**config.mk**
```make
export PLATFORM = sky130hd
export DESIGN_NAME = obu_header_parser
export DESIGN_NICKNAME = d
export VERILOG_FILES = /design/src/rtl/obu_header_parser.sv
export SDC_FILE = /design/constraint.sdc
export NUM_CORES = 1
export LEC_CHECK = 0
export CORE_MARGIN = 4
export CORE_UTILIZATION = 48
export DETAILED_ROUTE_END_ITERATION = 8
export DONT_BUFFER_PORTS = 1
export SLEW_MARGIN = 20
export SYNTH_ARGS = -nofsm -noshare
export SYNTH_HDL_FRONTEND = slang
export SYNTH_SLANG_ARGS = --single-unit
```
**constraint.sdc**
```tcl
create_clock -name clk -period 12.2 [get_ports clk]
set_input_delay 2.44 -clock clk [delete_from_list [all_inputs] [get_ports clk]]
set_output_delay 2.44 -clock clk [all_outputs]
set_load 0.02 [all_outputs]
```
**src/rtl/obu_header_parser.sv**
```systemverilog
// Byte-serial AV1 OBU framer: header, optional extension, LEB128 obu_size, payload passthrough.
// Define OBU_EXT_EN to decode temporal_id/spatial_id from the extension byte.
module obu_header_parser #(
  parameter int MAX_LEB_BYTES = 8,
  parameter int SIZE_W        = 32
) (
  input  logic              clk,
  input  logic              rst_n,
  input  logic              in_valid,
  output logic              in_ready,
  input  logic [7:0]        in_data,
  output logic              out_valid,
  input  logic              out_ready,
  output logic [7:0]        out_data,
  output logic              out_last,
  output logic              hdr_valid,
  output logic [3:0]        obu_type,
  output logic              obu_has_ext,
  output logic [2:0]        temporal_id,
  output logic [1:0]        spatial_id,
  output logic [SIZE_W-1:0] obu_size,
  output logic              error,
  input  logic              clear
);

  // state | meaning
  // HDR   | waiting for OBU header byte
  // EXT   | waiting for extension byte
  // SIZE  | accumulating LEB128 obu_size bytes
  // PAY   | passing payload bytes downstream
  // ERR   | framing error, stalled until clear
  typedef enum logic [2:0] {HDR, EXT, SIZE, PAY, ERR} state_t;

  localparam int IDX_W  = (MAX_LEB_BYTES > 1) ? $clog2(MAX_LEB_BYTES) : 1;
  localparam int WIDE_W = SIZE_W + 7 * MAX_LEB_BYTES;

  state_t              state_q, state_d;
  logic [3:0]          stg_type_q, stg_type_d;
  logic                stg_ext_q, stg_ext_d;
  logic [2:0]          stg_tid_q, stg_tid_d;
  logic [1:0]          stg_sid_q, stg_sid_d;
  logic [SIZE_W-1:0]   acc_q, acc_d;
  logic [IDX_W-1:0]    idx_q, idx_d;
  logic [SIZE_W-1:0]   rem_q, rem_d;
  logic                hdr_valid_q, hdr_valid_d;
  logic [3:0]          type_q, type_d;
  logic                ext_q, ext_d;
  logic [2:0]          tid_q, tid_d;
  logic [1:0]          sid_q, sid_d;
  logic [SIZE_W-1:0]   size_q, size_d;

  logic                accept;
  logic [IDX_W+2:0]    shamt;
  logic [WIDE_W-1:0]   shifted;
  logic                overflow;
  logic                last_idx;
  logic [SIZE_W-1:0]   acc_next;

  assign in_ready  = !clear && ((state_q == HDR) || (state_q == EXT) || (state_q == SIZE) ||
                                ((state_q == PAY) && out_ready));
  assign out_valid = !clear && (state_q == PAY) && in_valid;
  assign out_last  = !clear && (state_q == PAY) && (rem_q == SIZE_W'(1));
  assign out_data  = in_data;
  assign accept    = in_valid && in_ready;
  assign error     = (state_q == ERR);

  // 7*i computed as 8*i - i to keep the shift amount a plain vector
  assign shamt    = {idx_q, 3'b000} - {3'b000, idx_q};
  assign shifted  = WIDE_W'(in_data[6:0]) << shamt;
  assign overflow = |shifted[WIDE_W-1:SIZE_W];
  assign last_idx = (idx_q == IDX_W'(MAX_LEB_BYTES - 1));
  assign acc_next = acc_q | shifted[SIZE_W-1:0];

  always_comb begin
    state_d     = state_q;
    stg_type_d  = stg_type_q;
    stg_ext_d   = stg_ext_q;
    stg_tid_d   = stg_tid_q;
    stg_sid_d   = stg_sid_q;
    acc_d       = acc_q;
    idx_d       = idx_q;
    rem_d       = rem_q;
    hdr_valid_d = 1'b0;
    type_d      = type_q;
    ext_d       = ext_q;
    tid_d       = tid_q;
    sid_d       = sid_q;
    size_d      = size_q;
    case (state_q)
      HDR: if (accept) begin
        stg_type_d = in_data[6:3];
        stg_ext_d  = in_data[2];
        stg_tid_d  = 3'd0;
        stg_sid_d  = 2'd0;
        acc_d      = '0;
        idx_d      = '0;
        if (in_data[7] || !in_data[1]) state_d = ERR;
        else                           state_d = in_data[2] ? EXT : SIZE;
      end
      EXT: if (accept) begin
`ifdef OBU_EXT_EN
        stg_tid_d = in_data[7:5];
        stg_sid_d = in_data[4:3];
`endif
        state_d = SIZE;
      end
      SIZE: if (accept) begin
        if (overflow || (in_data[7] && last_idx)) begin
          state_d = ERR;
        end else if (in_data[7]) begin
          acc_d = acc_next;
          idx_d = idx_q + IDX_W'(1);
        end else begin
          acc_d       = acc_next;
          rem_d       = acc_next;
          size_d      = acc_next;
          type_d      = stg_type_q;
          ext_d       = stg_ext_q;
          tid_d       = stg_tid_q;
          sid_d       = stg_sid_q;
          hdr_valid_d = 1'b1;
          state_d     = (acc_next == '0) ? HDR : PAY;
        end
      end
      PAY: if (accept) begin
        rem_d = rem_q - SIZE_W'(1);
        if (rem_q == SIZE_W'(1)) state_d = HDR;
      end
      ERR: state_d = ERR;
      default: state_d = HDR;
    endcase
    if (clear) state_d = HDR;
  end

  always_ff @(posedge clk or negedge rst_n) begin
    if (!rst_n) begin
      state_q     <= HDR;
      stg_type_q  <= '0;
      stg_ext_q   <= 1'b0;
      stg_tid_q   <= '0;
      stg_sid_q   <= '0;
      acc_q       <= '0;
      idx_q       <= '0;
      rem_q       <= '0;
      hdr_valid_q <= 1'b0;
      type_q      <= '0;
      ext_q       <= 1'b0;
      tid_q       <= '0;
      sid_q       <= '0;
      size_q      <= '0;
    end else begin
      state_q     <= state_d;
      stg_type_q  <= stg_type_d;
      stg_ext_q   <= stg_ext_d;
      stg_tid_q   <= stg_tid_d;
      stg_sid_q   <= stg_sid_d;
      acc_q       <= acc_d;
      idx_q       <= idx_d;
      rem_q       <= rem_d;
      hdr_valid_q <= hdr_valid_d;
      type_q      <= type_d;
      ext_q       <= ext_d;
      tid_q       <= tid_d;
      sid_q       <= sid_d;
      size_q      <= size_d;
    end
  end

  assign hdr_valid   = hdr_valid_q;
  assign obu_type    = type_q;
  assign obu_has_ext = ext_q;
  assign temporal_id = tid_q;
  assign spatial_id  = sid_q;
  assign obu_size    = size_q;

endmodule
```
==> metrics.txt <==
Detail Route Antenna Nets=0; adder-cell area share of the yosys netlist=0.00914; Core Box Area=between 0.01 and 0.015 mm2; Peak VDD IR=approximately 100 uV; CTS Buf Count=17; routed vias/inst=around 6.3; slew margin rel.=0.278; vias in the first global route=5726; Static Leak=0.00321 uW; simple-gate share of the synthesized area=0.200; most numerous cell in the Yosys netlist=dfrtp_1; compound-gate portion of the synthesized area=0.213; initial drt markers=between 600 and 700; Hold WC Path Type=flop to flop; port bufs=0; CTS H-tree depth=4; number of synthesized flops with an enable pin=0; Final nets=800; CTS tree=done; FF+latch count, synth=approximately 110; share of post-route cells with drive strength above 1=0.139; share of synthesized flip-flops with an asynchronous set or reset=1.00; Final WS setup=approximately 6.6 ns; outcome=complete, no violations; Top delay family on crit path=compound AO/OA/AOI/OAI gates; max-cap viol count=0; XOR/XNOR share of the synthesized area=0.00877; final setup fails=0; 1st-pass router iterations=5; insertion delay to the later sink of the worst-skew pair=0.42 ns; io pins=68; worst-path fanout max=31; post-layout util=0.538; DRC viols=0; Power Total=about 1300 uW; Slowest Stage Delay on Critical Path=between 0.9 and 1 ns; vias post-DR=slightly above 6000; clock root buffer=clkbuf_16; top_reg_cell synth=dfrtp_1; drt wl/cell=20.6 um; Final Max Slew Viols=0; GRT overflow=0; TNS Setup=0 ns; P&R area growth vs syn=9.48%; Req. time, crit path=12.50 ns; pre-CTS setup slack=~6.3 ns; post-synth top area share=0.413; pin count of the biggest net entering global routing=about 110; Fin Clk Skew=~0.0093 ns; Worst setup SP type=flop; crit-path cells=clkinv_1, ha_1, mux4_2, nand3_1, o211ai_1, a211oi_2, o221ai_1, o41ai_4, nand2_2, o21ai_4, mux2_2; clk slew on worst S/H paths=around 0.060 ns; largest family of logic cells by synthesized area=compound AO/OA/AOI/OAI gates; Syn Area/Cell=around 8.4 um2; CP Class=flop to flop; top post-synthesis cells by count=dfrtp_1, nor2_1, o21ai_0; antenna violations before repair=0; sequential-to-total area share from yosys stat=0.413; first-pass GRT wire length=~32000 um; top cells by area, synth=dfrtp_1, o21ai_0, mux2_2; Tot GR Track Use=0.249; Die X=127 um; # rows=between 40 and 50; post-synth top area cell=dfrtp_1; Post-Syn Area=0.00685 mm2; power per cell area=175 mW/mm2; gpl congestion=0.948; Setup Buffers After CTS=0; crit end category=flop; count of final hold-check violations=0; CP Buf/Inv Count=1; Die Y=about 130 um; Routed WL=about 20000 um; gate count after technology mapping=811; fin crit share=0.460; initial core utilization=0.491; hold_buf cts=0; fraction of synthesized area in multiplexers=0.0936; f_max=~180 MHz; Slowest-stage cell, CP=ha_1; Synth warnings=0; clock sink count=between 100 and 150; post-synthesis cell type count=between 60 and 70; buffer depth of the longest clock path=2; Post-CTS Resized=0; unrepaired setup endpoints after global routing=false; Post-DP HPWL=approximately 14000 um; Data arrival, critical path=slightly below 6 ns; R2R Setup Slk=between 6 and 7 ns; time the worst path needs with I/O delays and setup=5.62 ns; ANT cells=0; total die area=between 0.015 and 0.02 mm2; worst slew pin tran=about 1.1 ns
==> cell usage in the layout, fill, tap and decap left out, types with 3 or more instances in the layout <==
| cell | count |
|---|---|
| conb_1 | 5 |
| and3_1 | 3 |
| a31oi_1 | 19 |
| clkbuf_16 | 17 |
| nor2_1 | 106 |
| or2_2 | 5 |
| nand4_1 | 9 |
| nand2_1 | 93 |
| a31o_2 | 4 |
| bufinv_16 | 5 |
| a21o_1 | 4 |
| mux2_2 | 44 |
| nand2b_1 | 3 |
| nand3_1 | 12 |
| o21ai_0 | 104 |
| inv_1 | 20 |
| o211ai_1 | 7 |
| o31ai_1 | 12 |
| ha_1 | 5 |
| o22ai_1 | 6 |
| a21oi_1 | 49 |
| or4_1 | 3 |
| nor4_1 | 11 |
| mux2i_1 | 10 |
| and2_1 | 5 |
| nor3b_1 | 4 |
| a211oi_1 | 7 |
| and4_1 | 3 |
| nor2b_1 | 4 |
| buf_4 | 12 |
| dfrtp_1 | 113 |
| xnor2_1 | 3 |
| nor3_1 | 29 |
| o21ai_1 | 3 |
==> area by class of cell <==
type,count,area [um2]
Inverter,22,82.6
Fill cell,1290,6440
Clock inverter,10,184
Timing Repair Buffer,12,90.1
Sequential cell,113,2830
Tap cell,180,225
Multi-Input combinational cell,616,3630
Clock buffer,20,457
==> power breakdown <==
part	switching, uW	leakage, uW	internal (uW)	total, uW
registers	61.6	0.00154	422	484
logic	181	0.00136	101	281
clock network	176	0.000308	370	546
total	418	0.00321	893	1310
==> registers in the layout, summed over array words and instances, names as in the netlist <==
signal / count
obu_has_ext: 1
stg_ext_q: 1
rem_q: 32
state_q: 3
obu_type: 4
acc_q: 32
idx_q: 3
hdr_valid: 1
stg_type_q: 4
obu_size: 32
==> metrics by stage <==
stage               hold WS [ns]  instances  instance area (um2)
floorplan                  0.457        815                 6860
detailed placement         0.475        943                 6850
global route               0.515        973                 7500
CTS                        0.486        973                 7490
global placement           0.471        943                 6850
finish                     0.484        973                 7500
==> kinds of logic after synthesis <==
family	after synthesis
muxes	56
xor gates and xnor gates	6
AOI/OAI and AO/OA	242
and+or+nand+nor	302
buffers and inverters	86
adders and majority gates	5
DFF	113
other	1
==> path summary, 6_finish.rpt <==
kind,from,endpoint,cells past startpoint
hold reg to reg,acc_q[9],acc_q[9],1
hold / removal,acc_q[9],acc_q[9],1
min in group asynchronous,rst_n,obu_type[1],0
max in group asynchronous,rst_n,rem_q[0],0
setup reg to reg,idx_q[1],acc_q[27],11
setup / recovery,idx_q[1],acc_q[27],11
==> layer usage <==
metal / wire [um] / GRT usage / vias up
li1: - / - / 2832
met5: 0 / 0 / -
met2: 9400 / 0.382 / 250
met1: 8950 / 0.343 / 2968
met4: 430 / 0.0915 / 0
met3: 1230 / 0.0627 / 42
No activity file was read; power rests on OpenSTA's default activity.
